===== src/rtl/rbm_seq_engine.sv =====
// Time-multiplexed RBM inference: hard-sigmoid hidden layer followed by a linear classifier.
// Define RBM_SEQ_ARGMAX_EN to build the argmax class index tracker.
module rbm_seq_engine #(
   parameter int IN_W     = 12,
   parameter int FRAC     = 8,
   parameter int SIG_W    = 8,
   parameter int OUT_W    = 8,
   parameter int OUT_FRAC = 4,
   parameter int IN_DIM   = 15,
   parameter int H_DIM    = 5,
   parameter int OUT_DIM  = 2
) (
   input  logic                                         clock,
   input  logic                                         reset,
   input  logic                                         start,
   input  logic [IN_DIM*IN_W-1:0]                       image,
   input  logic [IN_DIM*H_DIM*IN_W-1:0]                 h_weight,
   input  logic [H_DIM*IN_W-1:0]                        h_bias,
   input  logic [H_DIM*OUT_DIM*IN_W-1:0]                c_weight,
   input  logic [OUT_DIM*IN_W-1:0]                      c_bias,
   output logic                                         busy,
   output logic                                         done,
   output logic [OUT_DIM*OUT_W-1:0]                     scores,
   output logic [((OUT_DIM > 1) ? $clog2(OUT_DIM) : 1)-1:0] class_idx
);
   localparam int MAX_IH  = (IN_DIM > H_DIM) ? IN_DIM : H_DIM;
   localparam int MAX_HO  = (H_DIM > OUT_DIM) ? H_DIM : OUT_DIM;
   localparam int ACC_W   = 2*IN_W + 2 + $clog2(MAX_IH);
   localparam int IDX_W   = (MAX_IH > 1) ? $clog2(MAX_IH) : 1;
   localparam int UNIT_W  = (MAX_HO > 1) ? $clog2(MAX_HO) : 1;
   localparam int CLS_W   = (OUT_DIM > 1) ? $clog2(OUT_DIM) : 1;
   localparam int H_SHIFT = 2*FRAC + 2 - SIG_W;
   localparam int O_SHIFT = SIG_W + FRAC - OUT_FRAC;

   localparam logic [IDX_W-1:0]        IN_LAST  = IDX_W'(IN_DIM - 1);
   localparam logic [IDX_W-1:0]        HID_LAST = IDX_W'(H_DIM - 1);
   localparam logic [UNIT_W-1:0]       HU_LAST  = UNIT_W'(H_DIM - 1);
   localparam logic [UNIT_W-1:0]       OU_LAST  = UNIT_W'(OUT_DIM - 1);
   localparam logic signed [ACC_W-1:0] SIG_MID  = ACC_W'(2**(SIG_W-1));
   localparam logic signed [ACC_W-1:0] SIG_MAX  = ACC_W'(2**SIG_W - 1);
   localparam logic signed [ACC_W-1:0] SC_MAX   = ACC_W'(2**(OUT_W-1) - 1);
   localparam logic signed [ACC_W-1:0] SC_MIN   = ~SC_MAX;

   typedef enum logic [1:0] {S_IDLE, S_HIDDEN, S_OUTPUT} state_t;

   state_t                  state_q, state_d;
   logic [IDX_W-1:0]        idx_q, idx_d;
   logic [UNIT_W-1:0]       unit_q, unit_d;
   logic signed [ACC_W-1:0] acc_q, acc_d;
   logic signed [IN_W-1:0]  img_q [IN_DIM];
   logic signed [IN_W-1:0]  img_d [IN_DIM];
   logic [SIG_W-1:0]        h_q [H_DIM];
   logic [SIG_W-1:0]        h_d [H_DIM];
   logic signed [OUT_W-1:0] pend_q [OUT_DIM];
   logic signed [OUT_W-1:0] pend_d [OUT_DIM];
   logic [OUT_DIM*OUT_W-1:0] scores_q, scores_d;
   logic                    done_q, done_d;
`ifdef RBM_SEQ_ARGMAX_EN
   logic signed [OUT_W-1:0] best_q, best_d;
   logic [CLS_W-1:0]        best_idx_q, best_idx_d;
   logic [CLS_W-1:0]        class_q, class_d;
`endif

   logic signed [IN_W-1:0]  x_sel, hw_sel, hb_sel, cw_sel, cb_sel;
   logic [SIG_W-1:0]        h_sel;
   logic signed [ACC_W-1:0] op_a, op_b, prod, bias_term, acc_sum, act_t, sc_t;
   logic [SIG_W-1:0]        act;
   logic signed [OUT_W-1:0] sat;

   // Operand muxes decode the counters against constant slices of the live buses.
   always_comb begin
      x_sel  = '0;
      hw_sel = '0;
      hb_sel = '0;
      cw_sel = '0;
      cb_sel = '0;
      h_sel  = '0;
      for (int unsigned i = 0; i < IN_DIM; i++) begin
         if (idx_q == IDX_W'(i)) x_sel = img_q[i];
         for (int unsigned j = 0; j < H_DIM; j++)
            if (idx_q == IDX_W'(i) && unit_q == UNIT_W'(j))
               hw_sel = h_weight[(i*H_DIM + j)*IN_W +: IN_W];
      end
      for (int unsigned j = 0; j < H_DIM; j++) begin
         if (unit_q == UNIT_W'(j)) hb_sel = h_bias[j*IN_W +: IN_W];
         if (idx_q == IDX_W'(j)) h_sel = h_q[j];
         for (int unsigned k = 0; k < OUT_DIM; k++)
            if (idx_q == IDX_W'(j) && unit_q == UNIT_W'(k))
               cw_sel = c_weight[(j*OUT_DIM + k)*IN_W +: IN_W];
      end
      for (int unsigned k = 0; k < OUT_DIM; k++)
         if (unit_q == UNIT_W'(k)) cb_sel = c_bias[k*IN_W +: IN_W];

      if (state_q == S_HIDDEN) begin
         op_a      = ACC_W'(x_sel);
         op_b      = ACC_W'(hw_sel);
         bias_term = ACC_W'(hb_sel) <<< FRAC;
      end else begin
         op_a      = ACC_W'(h_sel);
         op_b      = ACC_W'(cw_sel);
         bias_term = ACC_W'(cb_sel) <<< SIG_W;
      end
      prod    = op_a * op_b;
      acc_sum = ((idx_q == '0) ? bias_term : acc_q) + prod;

      // Both fixed-point shifts fold into one arithmetic shift (floor of floor).
      act_t = (acc_sum >>> H_SHIFT) + SIG_MID;
      if (act_t[ACC_W-1])       act = '0;
      else if (act_t > SIG_MAX) act = '1;
      else                      act = act_t[SIG_W-1:0];

      sc_t = acc_sum >>> O_SHIFT;
      if (sc_t > SC_MAX)      sat = SC_MAX[OUT_W-1:0];
      else if (sc_t < SC_MIN) sat = SC_MIN[OUT_W-1:0];
      else                    sat = sc_t[OUT_W-1:0];
   end

   always_comb begin
      state_d  = state_q;
      idx_d    = idx_q;
      unit_d   = unit_q;
      acc_d    = acc_q;
      img_d    = img_q;
      h_d      = h_q;
      pend_d   = pend_q;
      scores_d = scores_q;
      done_d   = 1'b0;
`ifdef RBM_SEQ_ARGMAX_EN
      best_d     = best_q;
      best_idx_d = best_idx_q;
      class_d    = class_q;
`endif
      unique case (state_q)
         S_IDLE: begin
            if (start) begin
               state_d = S_HIDDEN;
               idx_d   = '0;
               unit_d  = '0;
               for (int unsigned i = 0; i < IN_DIM; i++) img_d[i] = image[i*IN_W +: IN_W];
            end
         end
         S_HIDDEN: begin
            acc_d = acc_sum;
            if (idx_q == IN_LAST) begin
               for (int unsigned j = 0; j < H_DIM; j++)
                  if (unit_q == UNIT_W'(j)) h_d[j] = act;
               idx_d = '0;
               if (unit_q == HU_LAST) begin
                  unit_d  = '0;
                  state_d = S_OUTPUT;
               end else begin
                  unit_d = unit_q + 1'b1;
               end
            end else begin
               idx_d = idx_q + 1'b1;
            end
         end
         S_OUTPUT: begin
            acc_d = acc_sum;
            if (idx_q == HID_LAST) begin
               for (int unsigned k = 0; k < OUT_DIM; k++)
                  if (unit_q == UNIT_W'(k)) pend_d[k] = sat;
`ifdef RBM_SEQ_ARGMAX_EN
               if (unit_q == '0 || sat > best_q) begin
                  best_d     = sat;
                  best_idx_d = CLS_W'(unit_q);
               end
`endif
               idx_d = '0;
               if (unit_q == OU_LAST) begin
                  state_d = S_IDLE;
                  unit_d  = '0;
                  done_d  = 1'b1;
                  for (int unsigned k = 0; k < OUT_DIM; k++)
                     scores_d[k*OUT_W +: OUT_W] = pend_d[k];
`ifdef RBM_SEQ_ARGMAX_EN
                  class_d = best_idx_d;
`endif
               end else begin
                  unit_d = unit_q + 1'b1;
               end
            end else begin
               idx_d = idx_q + 1'b1;
            end
         end
         default: state_d = S_IDLE;
      endcase
   end

   always_ff @(posedge clock) begin
      if (reset) begin
         state_q  <= S_IDLE;
         idx_q    <= '0;
         unit_q   <= '0;
         acc_q    <= '0;
         scores_q <= '0;
         done_q   <= 1'b0;
         for (int unsigned i = 0; i < IN_DIM; i++) img_q[i] <= '0;
         for (int unsigned j = 0; j < H_DIM; j++) h_q[j] <= '0;
         for (int unsigned k = 0; k < OUT_DIM; k++) pend_q[k] <= '0;
`ifdef RBM_SEQ_ARGMAX_EN
         best_q     <= '0;
         best_idx_q <= '0;
         class_q    <= '0;
`endif
      end else begin
         state_q  <= state_d;
         idx_q    <= idx_d;
         unit_q   <= unit_d;
         acc_q    <= acc_d;
         scores_q <= scores_d;
         done_q   <= done_d;
         img_q    <= img_d;
         h_q      <= h_d;
         pend_q   <= pend_d;
`ifdef RBM_SEQ_ARGMAX_EN
         best_q     <= best_d;
         best_idx_q <= best_idx_d;
         class_q    <= class_d;
`endif
      end
   end

   assign busy   = (state_q != S_IDLE);
   assign done   = done_q;
   assign scores = scores_q;
`ifdef RBM_SEQ_ARGMAX_EN
   assign class_idx = class_q;
`else
   assign class_idx = '0;
`endif

endmodule

===== config.mk =====
export PLATFORM = sky130hd
export DESIGN_NAME = rbm_seq_engine
export DESIGN_NICKNAME = d
export VERILOG_FILES = /design/src/rtl/rbm_seq_engine.sv
export SDC_FILE = /design/constraint.sdc
export NUM_CORES = 2
export LEC_CHECK = 0
export ABC_CLOCK_PERIOD_IN_PS = 15900
export CORE_AREA = 2 2 503 505
export CTS_BUF_LIST = sky130_fd_sc_hd__clkbuf_4 sky130_fd_sc_hd__clkbuf_8
export DETAILED_ROUTE_END_ITERATION = 10
export DIE_AREA = 0 0 505 507
export DONT_BUFFER_PORTS = 1
export PLACE_DENSITY = 0.38
export SLEW_MARGIN = 20
export SYNTH_ARGS = -nofsm -noshare
export SYNTH_HDL_FRONTEND = slang
export SYNTH_SLANG_ARGS = --single-unit

===== constraint.sdc =====
create_clock -name clock -period 15.9 [get_ports clock]
set_input_delay 3.18 -clock clock [delete_from_list [all_inputs] [get_ports clock]]
set_output_delay 3.18 -clock clock [all_outputs]
set_load 0.01 [all_outputs]

==> impl_metrics.csv <==
group,metric,value,unit
clocking,cts_resized,0,
min_path,hp-class,"register to register",
setup_path,path_max_fanout,22,
global_routing,grt_max_degree,247,
route,drc,0,
sta,relSlewSlack,0.159,
floorplan,die-area,256000,um2
clocking,cts_buffers,55,
route,antenna_left,0,
finish,syn_to_final_growth,18.0,%
clocking,cts_tree,"built",
sta,tns,0,ns
floorplan,ios,1306,
clocking,post-cts-setup-buffers,0,
sta,hold_viol,0,
setup_path,crit_path_frequent_cell,"fa_1",
sta,setup-violations-final,0,
finish,nNetsFinal,6645,
outcome,outcome,"finished, final reports clean",
global_routing,grt_pass1_vias,41206,
synthesis,yosysMostFrequentCell,"nand2_1",
synthesis,synth_area,35900,um2
route,wl_per_cell,40.7,um
route,vias_per_cell,5.00,
synthesis,synth_cell_types,105,
route,drt_iter0_drc,4279,
synthesis,synth_ff_type,"dfxtp_1",
route,routed_wl,343,mm
clocking,cts_root_buf,"clkbuf_8",
floorplan,rows,184,
setup_path,critical_path_class,"register to register",
sta,finClkSkew,0.0823,ns
global_routing,grt_pass1_wl,437,mm
clocking,cts.sinks,284,
floorplan,die_h,507,um
place,gp_congestion,1.04,
synthesis,async_reset_ff_frac,0,
floorplan,chipWidth,505,um
setup_path,crit_path_start_kind,"register",
sta,rsz0062_at_grt,"no",
setup_path,crit_required,16.45,ns
global_routing,track_usage,0.256,
synthesis,synth_top_area_cell,"dfxtp_1",
synthesis,synth_common_cells,"752 x nand2_1, 469 x nor2_1, 440 x inv_1",
sta,fin_crit_sh,0.927,
sta,finalWorstPathRequiredPeriod,14.74,ns
clocking,cts_hold_buf,0,
synthesis,synthTopCellsByArea,"dfxtp_1 16%, fa_1 15%, nand2_1 7.9%",
route,firstDrtPassIters,8,
synthesis,syn-num-nets,6707,
synthesis,yosysWarnings,0,
sta,tightest_slew,1.25,ns
clocking,clockBufferDepth,3,
place,portBuffers,0,
sta,max_freq,0.0678,GHz
setup_path,end_kind,"register",
setup_path,max_stage_delay,0.86,ns
setup_path,crit_slowest_cell,"o41ai_1",
flow_run,drv_cap,0,
synthesis,synth-edff-count,0,
synthesis,ys_ff_latch,284,
global_routing,antenna_found_initial,189,
clocking,h-tree-depth,2,
floorplan,start_util,0.143,
synthesis,syn_inst,4989,
clocking,clkTransAtPathRegs,0.06,ns
place,hpwl,297,mm
sta,slew_violations,0,
floorplan,core,250000,um2
global_routing,grt.overflow.total,0,
setup_path,arrival,15.30,ns
synthesis,synth.top_cell.area_share,0.159,
finish,drive_above_1_share,0.0966,
clocking,worst_skew_pair.late_latency,0.76,ns
route,vias,42175,
synthesis,synth-seq-area-share,0.159,
synthesis,synth.avg_cell_area,7.19,um2
worst max-delay path, delay by kind of cell (launching register included):
kind                     cells  cell delay [ns]
AND/OR/NAND/NOR              7             2.10
flip-flops                   1             0.38
AO/OA/AOI/OAI               15             5.26
XOR/XNOR                     2             0.64
buffers and inverters        7             0.97
adder cells (fa/ha/maj)     10             5.13
logic make-up (layout without fill, tap and decap cells):
logic type,count (synthesis),in the layout,share of synthesized area
AOI/OAI and AO/OA,1536,1536,0.286
xor gates and xnor gates,58,58,0.0146
adders and majority gates,431,431,0.206
buffers and inverters,786,768,0.0862
DFF,284,284,0.159
muxes,29,29,0.00844
other,1,123,0.000105
and+or+nand+nor,1864,1864,0.240
area by class of cell:
class	count	area [um2]
clock buffer	87	1070
timing repair buffer	226	1700
inverter	441	1660
tap	3348	4190
antenna	122	305
clock inverter	14	163
sequential	284	5690
fill	29026	208000
multi-input combinational	3919	27600
per-stage QoR:
step | cell area (um2) | cells | hold slack (ns) | util | setup slack (ns)
finish | 42300 | 8441 | 0.451 | 0.169 | 1.16
global route | 42200 | 8394 | 0.460 | 0.169 | 0.783
CTS | 42000 | 8319 | 0.450 | 0.168 | 1.13
detailed placement | 40800 | 8218 | 0.441 | 0.163 | 0.509
global placement | 40700 | 8212 | 0.438 | 0.163 | -0.0563
floorplan | 35900 | 4989 | 0.426 | - | 3.15
layout by cell type (no fill, tap or decap), types with 67 or more instances in the layout:
master / count
a211oi_1: 87
inv_1: 440
a221oi_1: 145
fa_1: 265
nor2_1: 453
clkbuf_8: 67
diode_2: 122
nand2_1: 750
a21oi_1: 425
dfxtp_1: 281
nor3_1: 172
nand3_1: 127
ha_1: 156
o21ai_0: 249
buf_4: 221
sequential cells by signal, summed over array words and instances, names as in the netlist:
signal   cells
pend_q       8
unit_q       3
img_q      180
state_q      2
idx_q        4
scores      16
acc_q       30
done         1
h_q         40
layer usage:
layer / routed length, um / track usage
met4: 19300 / 0.132
met1: 129000 / 0.290
met5: 425 / 0
met3: 25900 / 0.0624
met2: 169000 / 0.446
worst paths after layout:
kind	startpoint	to	slack (ns)	cells after the start
max	idx_q[0]$_SDFFE_PP0P_	h_q[5]$_SDFFE_PP0P_	1.16	41
min	h_q[21]$_SDFFE_PP0P_	h_q[21]$_SDFFE_PP0P_	0.45	2
max reg2reg	idx_q[0]$_SDFFE_PP0P_	h_q[5]$_SDFFE_PP0P_	1.16	41
min reg2reg	h_q[21]$_SDFFE_PP0P_	h_q[21]$_SDFFE_PP0P_	0.45	2
Power is not shown: default switching activity piles up to over one toggle a cycle in this logic, so the estimate is an artifact.
